$ cat config.mk
export PLATFORM = sky130hd
export DESIGN_NAME = gray_counter_flat
export DESIGN_NICKNAME = d
export VERILOG_FILES = /design/src/rtl/gray_counter_pkg.sv /design/src/rtl/gray_counter_if.sv /design/src/rtl/gray_counter_gray_to_binary.sv /design/src/rtl/gray_counter.sv /design/src/flat_wrapper.sv
export SDC_FILE = /design/constraint.sdc
export NUM_CORES = 1
export LEC_CHECK = 0
export ABC_AREA = 1
export CAP_MARGIN = 20
export CORE_AREA = 2 2 39 41
export DETAILED_ROUTE_END_ITERATION = 12
export DIE_AREA = 0 0 41 43
export PLACE_DENSITY = 0.86
export SLEW_MARGIN = 20
export SYNTH_ARGS = -nofsm -noshare
export SYNTH_HDL_FRONTEND = slang
export SYNTH_SLANG_ARGS = --single-unit
export TNS_END_PERCENT = 50
$ cat constraint.sdc
create_clock -name clk -period 3.3 [get_ports clk]
set_input_delay 0.495 -clock clk [delete_from_list [all_inputs] [get_ports clk]]
set_output_delay 0.495 -clock clk [all_outputs]
set_load 0.05 [all_outputs]
$ cat src/rtl/gray_counter_pkg.sv
// Shared Gray-code constants and helpers for the counter and the downstream conversion stage.
package gray_pkg;

  localparam int GRAY_MIN_W = 2;
  localparam int GRAY_MAX_W = 16;

  // Sized to the widest legal counter; narrower callers zero-extend and slice the result.
  function automatic logic [GRAY_MAX_W-1:0] bin2gray(input logic [GRAY_MAX_W-1:0] bin);
    return bin ^ (bin >> 1);
  endfunction

endpackage

$ cat src/rtl/gray_counter_if.sv
// Control and status bundle of the Gray counter; master drives controls, slave is the counter.
interface gray_counter_if #(
  parameter int WIDTH = 4
);
  logic             en;
  logic             up;
  logic             load;
  logic [WIDTH-1:0] load_gray;
  logic [WIDTH-1:0] g;
  logic [WIDTH-1:0] b;
  logic             tc;
  logic             wrap;

  modport master (output en, up, load, load_gray, input g, b, tc, wrap);
  modport slave  (input en, up, load, load_gray, output g, b, tc, wrap);
endinterface

$ cat src/rtl/gray_counter_gray_to_binary.sv
// Combinational Gray-to-binary decoder; each binary bit is the XOR of all Gray bits at or above it.
module gray_to_binary #(
  parameter int WIDTH = 4
) (
  input  logic [WIDTH-1:0] g_i,
  output logic [WIDTH-1:0] b_o
);

  // Prefix-XOR form avoids a bit-to-bit combinational chain on the output vector.
  for (genvar i = 0; i < WIDTH; i++) begin : g_bit
    assign b_o[i] = ^g_i[WIDTH-1:i];
  end

endmodule

$ cat src/rtl/gray_counter.sv
// Up/down counter with registered Gray and binary outputs, synchronous Gray load and wrap pulse.
module gray_counter
  import gray_pkg::*;
#(
  parameter int WIDTH = 4
) (
  input  logic            clk,
  input  logic            rst_n,
  gray_counter_if.slave   bus
);

  if (WIDTH < GRAY_MIN_W || WIDTH > GRAY_MAX_W) begin : g_width_chk
    $error("gray_counter: WIDTH=%0d outside legal range %0d..%0d", WIDTH, GRAY_MIN_W, GRAY_MAX_W);
  end

  logic [WIDTH-1:0] cnt_q, cnt_d;
  logic [WIDTH-1:0] g_q, g_d;
  logic             wrap_q, wrap_d;
  logic [WIDTH-1:0] load_bin;

  gray_to_binary #(.WIDTH(WIDTH)) u_load_dec (
    .g_i (bus.load_gray),
    .b_o (load_bin)
  );

  always_comb begin
    cnt_d  = cnt_q;
    wrap_d = 1'b0;
    if (bus.load) begin
      cnt_d = load_bin;
    end else if (bus.en) begin
      if (bus.up) begin
        cnt_d  = cnt_q + 1'b1;
        wrap_d = &cnt_q;
      end else begin
        cnt_d  = cnt_q - 1'b1;
        wrap_d = ~|cnt_q;
      end
    end
  end

  // Gray is derived from the next binary value so both registers load on the same edge.
  assign g_d = WIDTH'(bin2gray(GRAY_MAX_W'(cnt_d)));

  always_ff @(posedge clk or negedge rst_n) begin
    if (!rst_n) begin
      cnt_q  <= '0;
      g_q    <= '0;
      wrap_q <= 1'b0;
    end else begin
      cnt_q  <= cnt_d;
      g_q    <= g_d;
      wrap_q <= wrap_d;
    end
  end

  assign bus.g    = g_q;
  assign bus.b    = cnt_q;
  assign bus.wrap = wrap_q;
  assign bus.tc   = bus.up ? (&cnt_q) : (~|cnt_q);

endmodule
$ cat src/flat_wrapper.sv
// flat-port wrapper written by rule: the top's interface ports become plain ports
module gray_counter_flat import gray_pkg::*;
#(
  parameter int WIDTH = 4
)
  (clk, rst_n, bus_en, bus_up, bus_load, bus_load_gray, bus_g, bus_b, bus_tc, bus_wrap);
  gray_counter_if #(.WIDTH(WIDTH)) bus_i ();
  input  logic clk;
  input  logic rst_n;
  input wire logic [$bits(bus_i.en)-1:0] bus_en;
  input wire logic [$bits(bus_i.up)-1:0] bus_up;
  input wire logic [$bits(bus_i.load)-1:0] bus_load;
  input wire logic [$bits(bus_i.load_gray)-1:0] bus_load_gray;
  output wire logic [$bits(bus_i.g)-1:0] bus_g;
  output wire logic [$bits(bus_i.b)-1:0] bus_b;
  output wire logic [$bits(bus_i.tc)-1:0] bus_tc;
  output wire logic [$bits(bus_i.wrap)-1:0] bus_wrap;
  assign bus_i.en = bus_en;
  assign bus_i.up = bus_up;
  assign bus_i.load = bus_load;
  assign bus_i.load_gray = bus_load_gray;
  assign bus_g = bus_i.g;
  assign bus_b = bus_i.b;
  assign bus_tc = bus_i.tc;
  assign bus_wrap = bus_i.wrap;
  gray_counter #(.WIDTH(WIDTH)) u_core (.clk(clk), .rst_n(rst_n), .bus(bus_i));
endmodule
==> impl_metrics.env, run 1 <==
export IMPL_outcome="finished clean"
export IMPL_antenna_cells=0
export IMPL_hold_violations=0
export IMPL_ys_seq_area_share_pct=34.6
export IMPL_ctsHoldBuffers=0
export IMPL_worst_pin_slew_ns=0.499
export IMPL_die_width_um=41
export IMPL_layout_min_cycle_time_ns=2.70
export IMPL_cp_start_kind="input pin"
export IMPL_peakVddDrop_mv=0.303
export IMPL_grt_ovfl_total=0
export IMPL_clock_sinks=8
export IMPL_post_cts_resized=0
export IMPL_path_class="in -> out"
export IMPL_cts_buffers=3
export IMPL_clock_fmax_mhz=370
export IMPL_clk_pin_slew_worst_paths_ns=0.05
export IMPL_crit_chain="clkdlybuf4s50_1, inv_1, nand2_1, o22ai_1, clkdlybuf4s50_1"
export IMPL_io_buffer_count=18
export IMPL_nets=113
export IMPL_final_period_utilization_pct=81.8
export IMPL_syn_inst=80
export IMPL_htreeDepth=1
export IMPL_core_mm2=0.00138
export IMPL_grt_total_usage_pct=15.1
export IMPL_grt_pass1_vias=464
export IMPL_globalplace_congestion=0.789
export IMPL_rows=14
export IMPL_maxSlewHeadroom_pct=66.7
export IMPL_finalSetupTns_ns=0
export IMPL_clock_skew_ns=0.00401
export IMPL_postCtsSetupRepairBufs=0
export IMPL_die_y_um=43
export IMPL_antenna_found_initial=0
export IMPL_critPathArrivalTime_ns=2.20
export IMPL_area_growth_pct=35.9
export IMPL_cp_max_fo=3
export IMPL_grt_pass1_wl_um=1810
export IMPL_drv_cap=0
export IMPL_critPathSlowestCell="clkdlybuf4s50_1"
export IMPL_rsz0062_at_grt="no"
export IMPL_clk_path_buf_depth=2
export IMPL_worstSetupEndpointType="primary output"
export IMPL_netlist_area_um2=578
export IMPL_crit_buf_inv=3
export IMPL_die_area_mm2=0.00176
export IMPL_cts_tree="done"
export IMPL_dp_hpwl_um=983
export IMPL_hp_class="in -> async"
export IMPL_drt_pass1_iterations=3
export IMPL_io_pins=19
export IMPL_yosys_top_cells_area="dfrtp_1 (35%), nand2_1 (18%), nand3_1 (6.9%)"
export IMPL_yosysUniqueCellTypes=20
export IMPL_crit_top_cell="clkdlybuf4s50_1"
export IMPL_vias=532
export IMPL_power_density_mw_per_mm2=496
export IMPL_post_place_ws_ns=0.612
export IMPL_synth_top_area_share_pct=34.6
export IMPL_whs_ns=0.521
export IMPL_yosysWarningCount=0
export IMPL_cp_required_ns=2.80
export IMPL_clk_latency_ns=0.24
export IMPL_via_per_inst=4.63
export IMPL_drt_wirelength_per_cell_um=9.86
export IMPL_drt_wl_total_um=1130
export IMPL_setup_violations=0
export IMPL_syn_nets=92
export IMPL_fin_util_pct=56.8
export IMPL_grt_max_degree=10
export IMPL_setup_ws_ns=0.600
export IMPL_cpPeakStageDelay_ns=0.84
export IMPL_layout_drive_gt1_share_pct=14.1
export IMPL_initial_utilization_pct=41.8
export IMPL_synth_seq_cells=8
export IMPL_avgSynthCellArea_um2=7.23
export IMPL_cts_root_buffer="clkbuf_4"
export IMPL_slew_viol_final=0
export IMPL_drc_errors=0
export IMPL_yosys_area_top_type="dfrtp_1"
export IMPL_first_iter_violations=8
export IMPL_ant_nets=0
export IMPL_cp_top_family="buffers and inverters"
export IMPL_static_leakage_power_nw=0.404
## per-stage QoR
step           power [mW]  instance area [um^2]  std cells
2_1_floorplan       0.261                   578         80
5_1_grt             0.422                   786        115
6_report            0.390                   786        115
3_5_place_dp        0.324                   763        112
3_3_place_gp        0.319                   763        112
4_1_cts             0.395                   786        115
## per-layer routing
| layer | vias up | share of wire, % | wire (um) | track usage (%) |
|---|---|---|---|---|
| li1 | 285 | - | - | - |
| met1 | 233 | 43 | 487 | 18.1 |
| met2 | 14 | 53 | 602 | 24.7 |
| met3 | 0 | 3.9 | 44 | 6.28 |
| met4 | 0 | 0 | 0 | 2.00 |
| met5 | - | 0 | 0 | 0 |
## cell usage after synthesis
library cell	count
nand3b_2	1
inv_2	3
ha_1	2
nand2_1	28
o21ai_1	1
nand2_2	4
or2_1	3
a21oi_1	1
a21oi_2	1
nor2_1	2
dfrtp_1	8
fa_1	1
o22ai_1	1
xnor2_1	1
nand3_1	8
inv_1	10
buf_4	2
xor2_1	1
o21ai_2	1
nand3_2	1
## layout make-up
class / instances / area (um^2)
clock buffer: 3 / 22.5
tap: 16 / 20.0
fill: 147 / 598
multi-input combinational: 57 / 314
timing repair buffer: 18 / 180
sequential: 8 / 200
inverter: 13 / 48.8
## worst paths after layout
check                                          start                         to  depth (start not counted)  slack (ns)
max in group asynchronous                      rst_n  u_core.bus.g[0]$_DFF_PN0_                          1        2.52
min in group clk           u_core.bus.b[0]$_DFF_PN0_  u_core.bus.b[0]$_DFF_PN0_                          3        0.71
max reg2reg                u_core.bus.b[0]$_DFF_PN0_  u_core.bus.g[2]$_DFF_PN0_                          9        1.57
max                                           bus_up                     bus_tc                          5        0.60
min reg2reg                u_core.bus.b[0]$_DFF_PN0_  u_core.bus.b[0]$_DFF_PN0_                          3        0.71
min                                            rst_n  u_core.bus.wrap$_DFF_PN0_                          1        0.52
## sequential cells by signal, indices dropped and copies added, names as in the netlist
name             count
u_core.bus.g         3
u_core.bus.b         4
u_core.bus.wrap      1
## cells in the final DEF, fill, tap and decap left out
master	count
o21ai_2	1
o22ai_1	1
nand3b_2	1
nand3_1	8
or2_1	3
fa_1	1
clkbuf_4	3
a21oi_2	1
nand3_2	1
nor2_1	2
a21oi_1	1
xor2_1	1
o21ai_1	1
dfrtp_1	8
clkdlybuf4s50_1	18
nand2_2	4
ha_1	2
inv_1	10
nand2_1	28
inv_2	3
xnor2_1	1
## where the power goes
part	internal (mW)	total [mW]	switching [mW]
clock network	0.0412	0.0690	0.0278
registers	0.114	0.125	0.0111
logic	0.0693	0.196	0.126
total	0.225	0.390	0.165
## cells by family (layout without fill, tap and decap cells)
| logic type | Yosys count | after routing | share of synthesized area, % |
|---|---|---|---|
| AO/OA/AOI/OAI | 5 | 5 | 5.84 |
| flip-flops | 8 | 8 | 34.6 |
| AND/OR/NAND/NOR | 47 | 47 | 37.7 |
| XOR/XNOR | 2 | 2 | 3.03 |
| adder cells (fa/ha/maj) | 3 | 3 | 7.79 |
| buffers and inverters | 15 | 34 | 11.0 |
(Power assumes the default switching activity.)
==> run 2, diff against run 1 <==
- CORE_AREA: 2 2 39 41 -> not set
- CORE_MARGIN: not set -> 2
- CORE_UTILIZATION: not set -> 43
- DIE_AREA: 0 0 41 43 -> not set
- clock period: 3.3 -> 2.76 ns (I/O delays scaled with it)
==> impl_metrics.env, run 2 (synthesis gave the netlist of run 1 again) <==
export IMPL_outcome="finished clean"
export IMPL_dp_hpwl_um=1020
export IMPL_cp_top_family="buffers and inverters"
export IMPL_final_cell_mix="nand2_1 (28), clkdlybuf4s50_1 (17), inv_1 (10)"
export IMPL_swShare_pct=42.9
export IMPL_power_clock_fraction_pct=18.0
export IMPL_drt_wl_total_um=1170
export IMPL_static_leakage_power_nw=0.406
export IMPL_area_growth_pct=35.3
export IMPL_clk_pin_slew_worst_paths_ns=0.05
export IMPL_drt_pass1_iterations=2
export IMPL_first_iter_violations=5
export IMPL_cts_root_buffer="clkbuf_4"
export IMPL_drc_errors=0
export IMPL_clk_path_buf_depth=2
export IMPL_grt_pass1_wl_um=1860
export IMPL_setup_violations=0
export IMPL_post_cts_resized=0
export IMPL_grt_ovfl_total=0
export IMPL_largest_reg_flops=4
export IMPL_antenna_cells=0
export IMPL_cts_tree="done"
export IMPL_clock_skew_ns=0.00229
export IMPL_dp_cells=111
export IMPL_pwr_share_seq_pct=32.0
export IMPL_die_width_um=40.7
export IMPL_layout_min_cycle_time_ns=1.91
export IMPL_drv_cap=0
export IMPL_hp_class="in -> async"
export IMPL_cts_buffers=3
export IMPL_final_common_cell="nand2_1"
export IMPL_hold_violations=0
export IMPL_grt_busiest_layer="met2"
export IMPL_total_power_mw=0.470
export IMPL_cpPeakStageDelay_ns=0.83
export IMPL_initial_utilization_pct=45.0
export IMPL_maxSlewHeadroom_pct=64.9
export IMPL_worst_pin_slew_ns=0.524
export IMPL_clk_latency_ns=0.25
export IMPL_power_density_mw_per_mm2=601
export IMPL_htreeDepth=1
export IMPL_peakVddDrop_mv=0.288
export IMPL_grt_util_met1_pct=18.4
export IMPL_postCtsSetupRepairBufs=0
export IMPL_globalplace_congestion=0.688
export IMPL_multi_input_area_um2=314
export IMPL_clock_fmax_mhz=522
export IMPL_grt_pass1_vias=497
export IMPL_antenna_found_initial=0
export IMPL_rsz0062_at_grt="no"
export IMPL_grt_total_usage_pct=16.8
export IMPL_ant_nets=0
export IMPL_final_period_utilization_pct=69.4
export IMPL_use_met2_pct=33.3
export IMPL_slew_viol_final=0
export IMPL_cp_start_kind="register"
export IMPL_via_per_inst=4.90
export IMPL_crit_chain="clkdlybuf4s50_1"
export IMPL_switchingPower_mw=0.202
export IMPL_critPathSlowestCell="clkdlybuf4s50_1"
export IMPL_grt_max_degree=10
export IMPL_cp_required_ns=2.35
export IMPL_finalSetupTns_ns=0
export IMPL_setup_ws_ns=0.845
export IMPL_cp_max_fo=5
export IMPL_core_mm2=0.00128
export IMPL_drt_wirelength_per_cell_um=10.2
export IMPL_path_class="reg -> out"
export IMPL_die_area_mm2=0.00165
export IMPL_critPathArrivalTime_ns=1.50
export IMPL_die_y_um=40.7
export IMPL_rows=13
export IMPL_met3_usage_pct=3.80
export IMPL_post_place_ws_ns=0.648
export IMPL_crit_buf_inv=1
export IMPL_vias=559
export IMPL_power_internal_mw=0.268
export IMPL_clock_sinks=8
export IMPL_nets=113
export IMPL_layout_drive_gt1_share_pct=15.2
export IMPL_final_cells=114
export IMPL_io_pins=19
export IMPL_worstSetupEndpointType="primary output"
export IMPL_combPwrFrac_pct=50.0
export IMPL_ctsHoldBuffers=0
export IMPL_seqCellArea_um2=200
export IMPL_io_buffer_count=18
export IMPL_fill_cells=123
run 2: path summary, 6_finish.rpt:
path,startpoint,to,slack (ns),cells past startpoint
max in group asynchronous,rst_n,u_core.bus.g[0]$_DFF_PN0_,2.07,1
min in group clk,u_core.bus.b[3]$_DFF_PN0_,u_core.bus.b[3]$_DFF_PN0_,0.72,4
hold / removal,rst_n,u_core.bus.b[1]$_DFF_PN0_,0.44,1
hold reg to reg,u_core.bus.b[3]$_DFF_PN0_,u_core.bus.b[3]$_DFF_PN0_,0.72,4
setup / recovery,u_core.bus.b[0]$_DFF_PN0_,bus_b[0],0.85,1
setup reg to reg,u_core.bus.b[0]$_DFF_PN0_,u_core.bus.g[2]$_DFF_PN0_,1.00,9
run 2: layout make-up:
cell class	count	share of cell area (%)
multi-input combinational	57	40.2
sequential	8	25.6
timing repair buffer	18	22.7
inverter	13	6.24
clock buffer	3	2.88
tap	15	2.40
run 2: power groups by stage:
| stage | sequential [mW] | clock (mW) | combinational (mW) |
|---|---|---|---|
| 2_1_floorplan | 0.218 | 0 | 0.0940 |
| 3_3_place_gp | 0.152 | 0 | 0.229 |
| 3_5_place_dp | 0.152 | 0 | 0.236 |
| 4_1_cts | 0.150 | 0.0889 | 0.237 |
| 5_1_grt | 0.153 | 0.0930 | 0.256 |
| 6_report | 0.150 | 0.0846 | 0.235 |
run 2: through the flow:
stage / utilization (%) / hold WS (ns) / cell area [um^2]
2_1_floorplan: - / 0.118 / 578
3_3_place_gp: 59.1 / 0.699 / 759
3_5_place_dp: 59.1 / 0.708 / 759
4_1_cts: 60.9 / 0.441 / 782
5_1_grt: 60.9 / 0.452 / 782
6_report: 60.9 / 0.437 / 782
run 2: routing by layer:
layer | wire length (um) | share of wire (%)
met1 | 470 | 40
met2 | 647 | 55
met3 | 50 | 4.3
met4 | 0 | 0
met5 | 0 | 0
run 2: worst reg2reg max path, delay by kind of cell, from the launching register on:
| kind | cells | cell delay [ns] |
|---|---|---|
| fa+ha+maj | 1 | 0.45 |
| simple gates | 6 | 0.61 |
| buf+inv | 2 | 0.17 |
| flops | 1 | 0.42 |
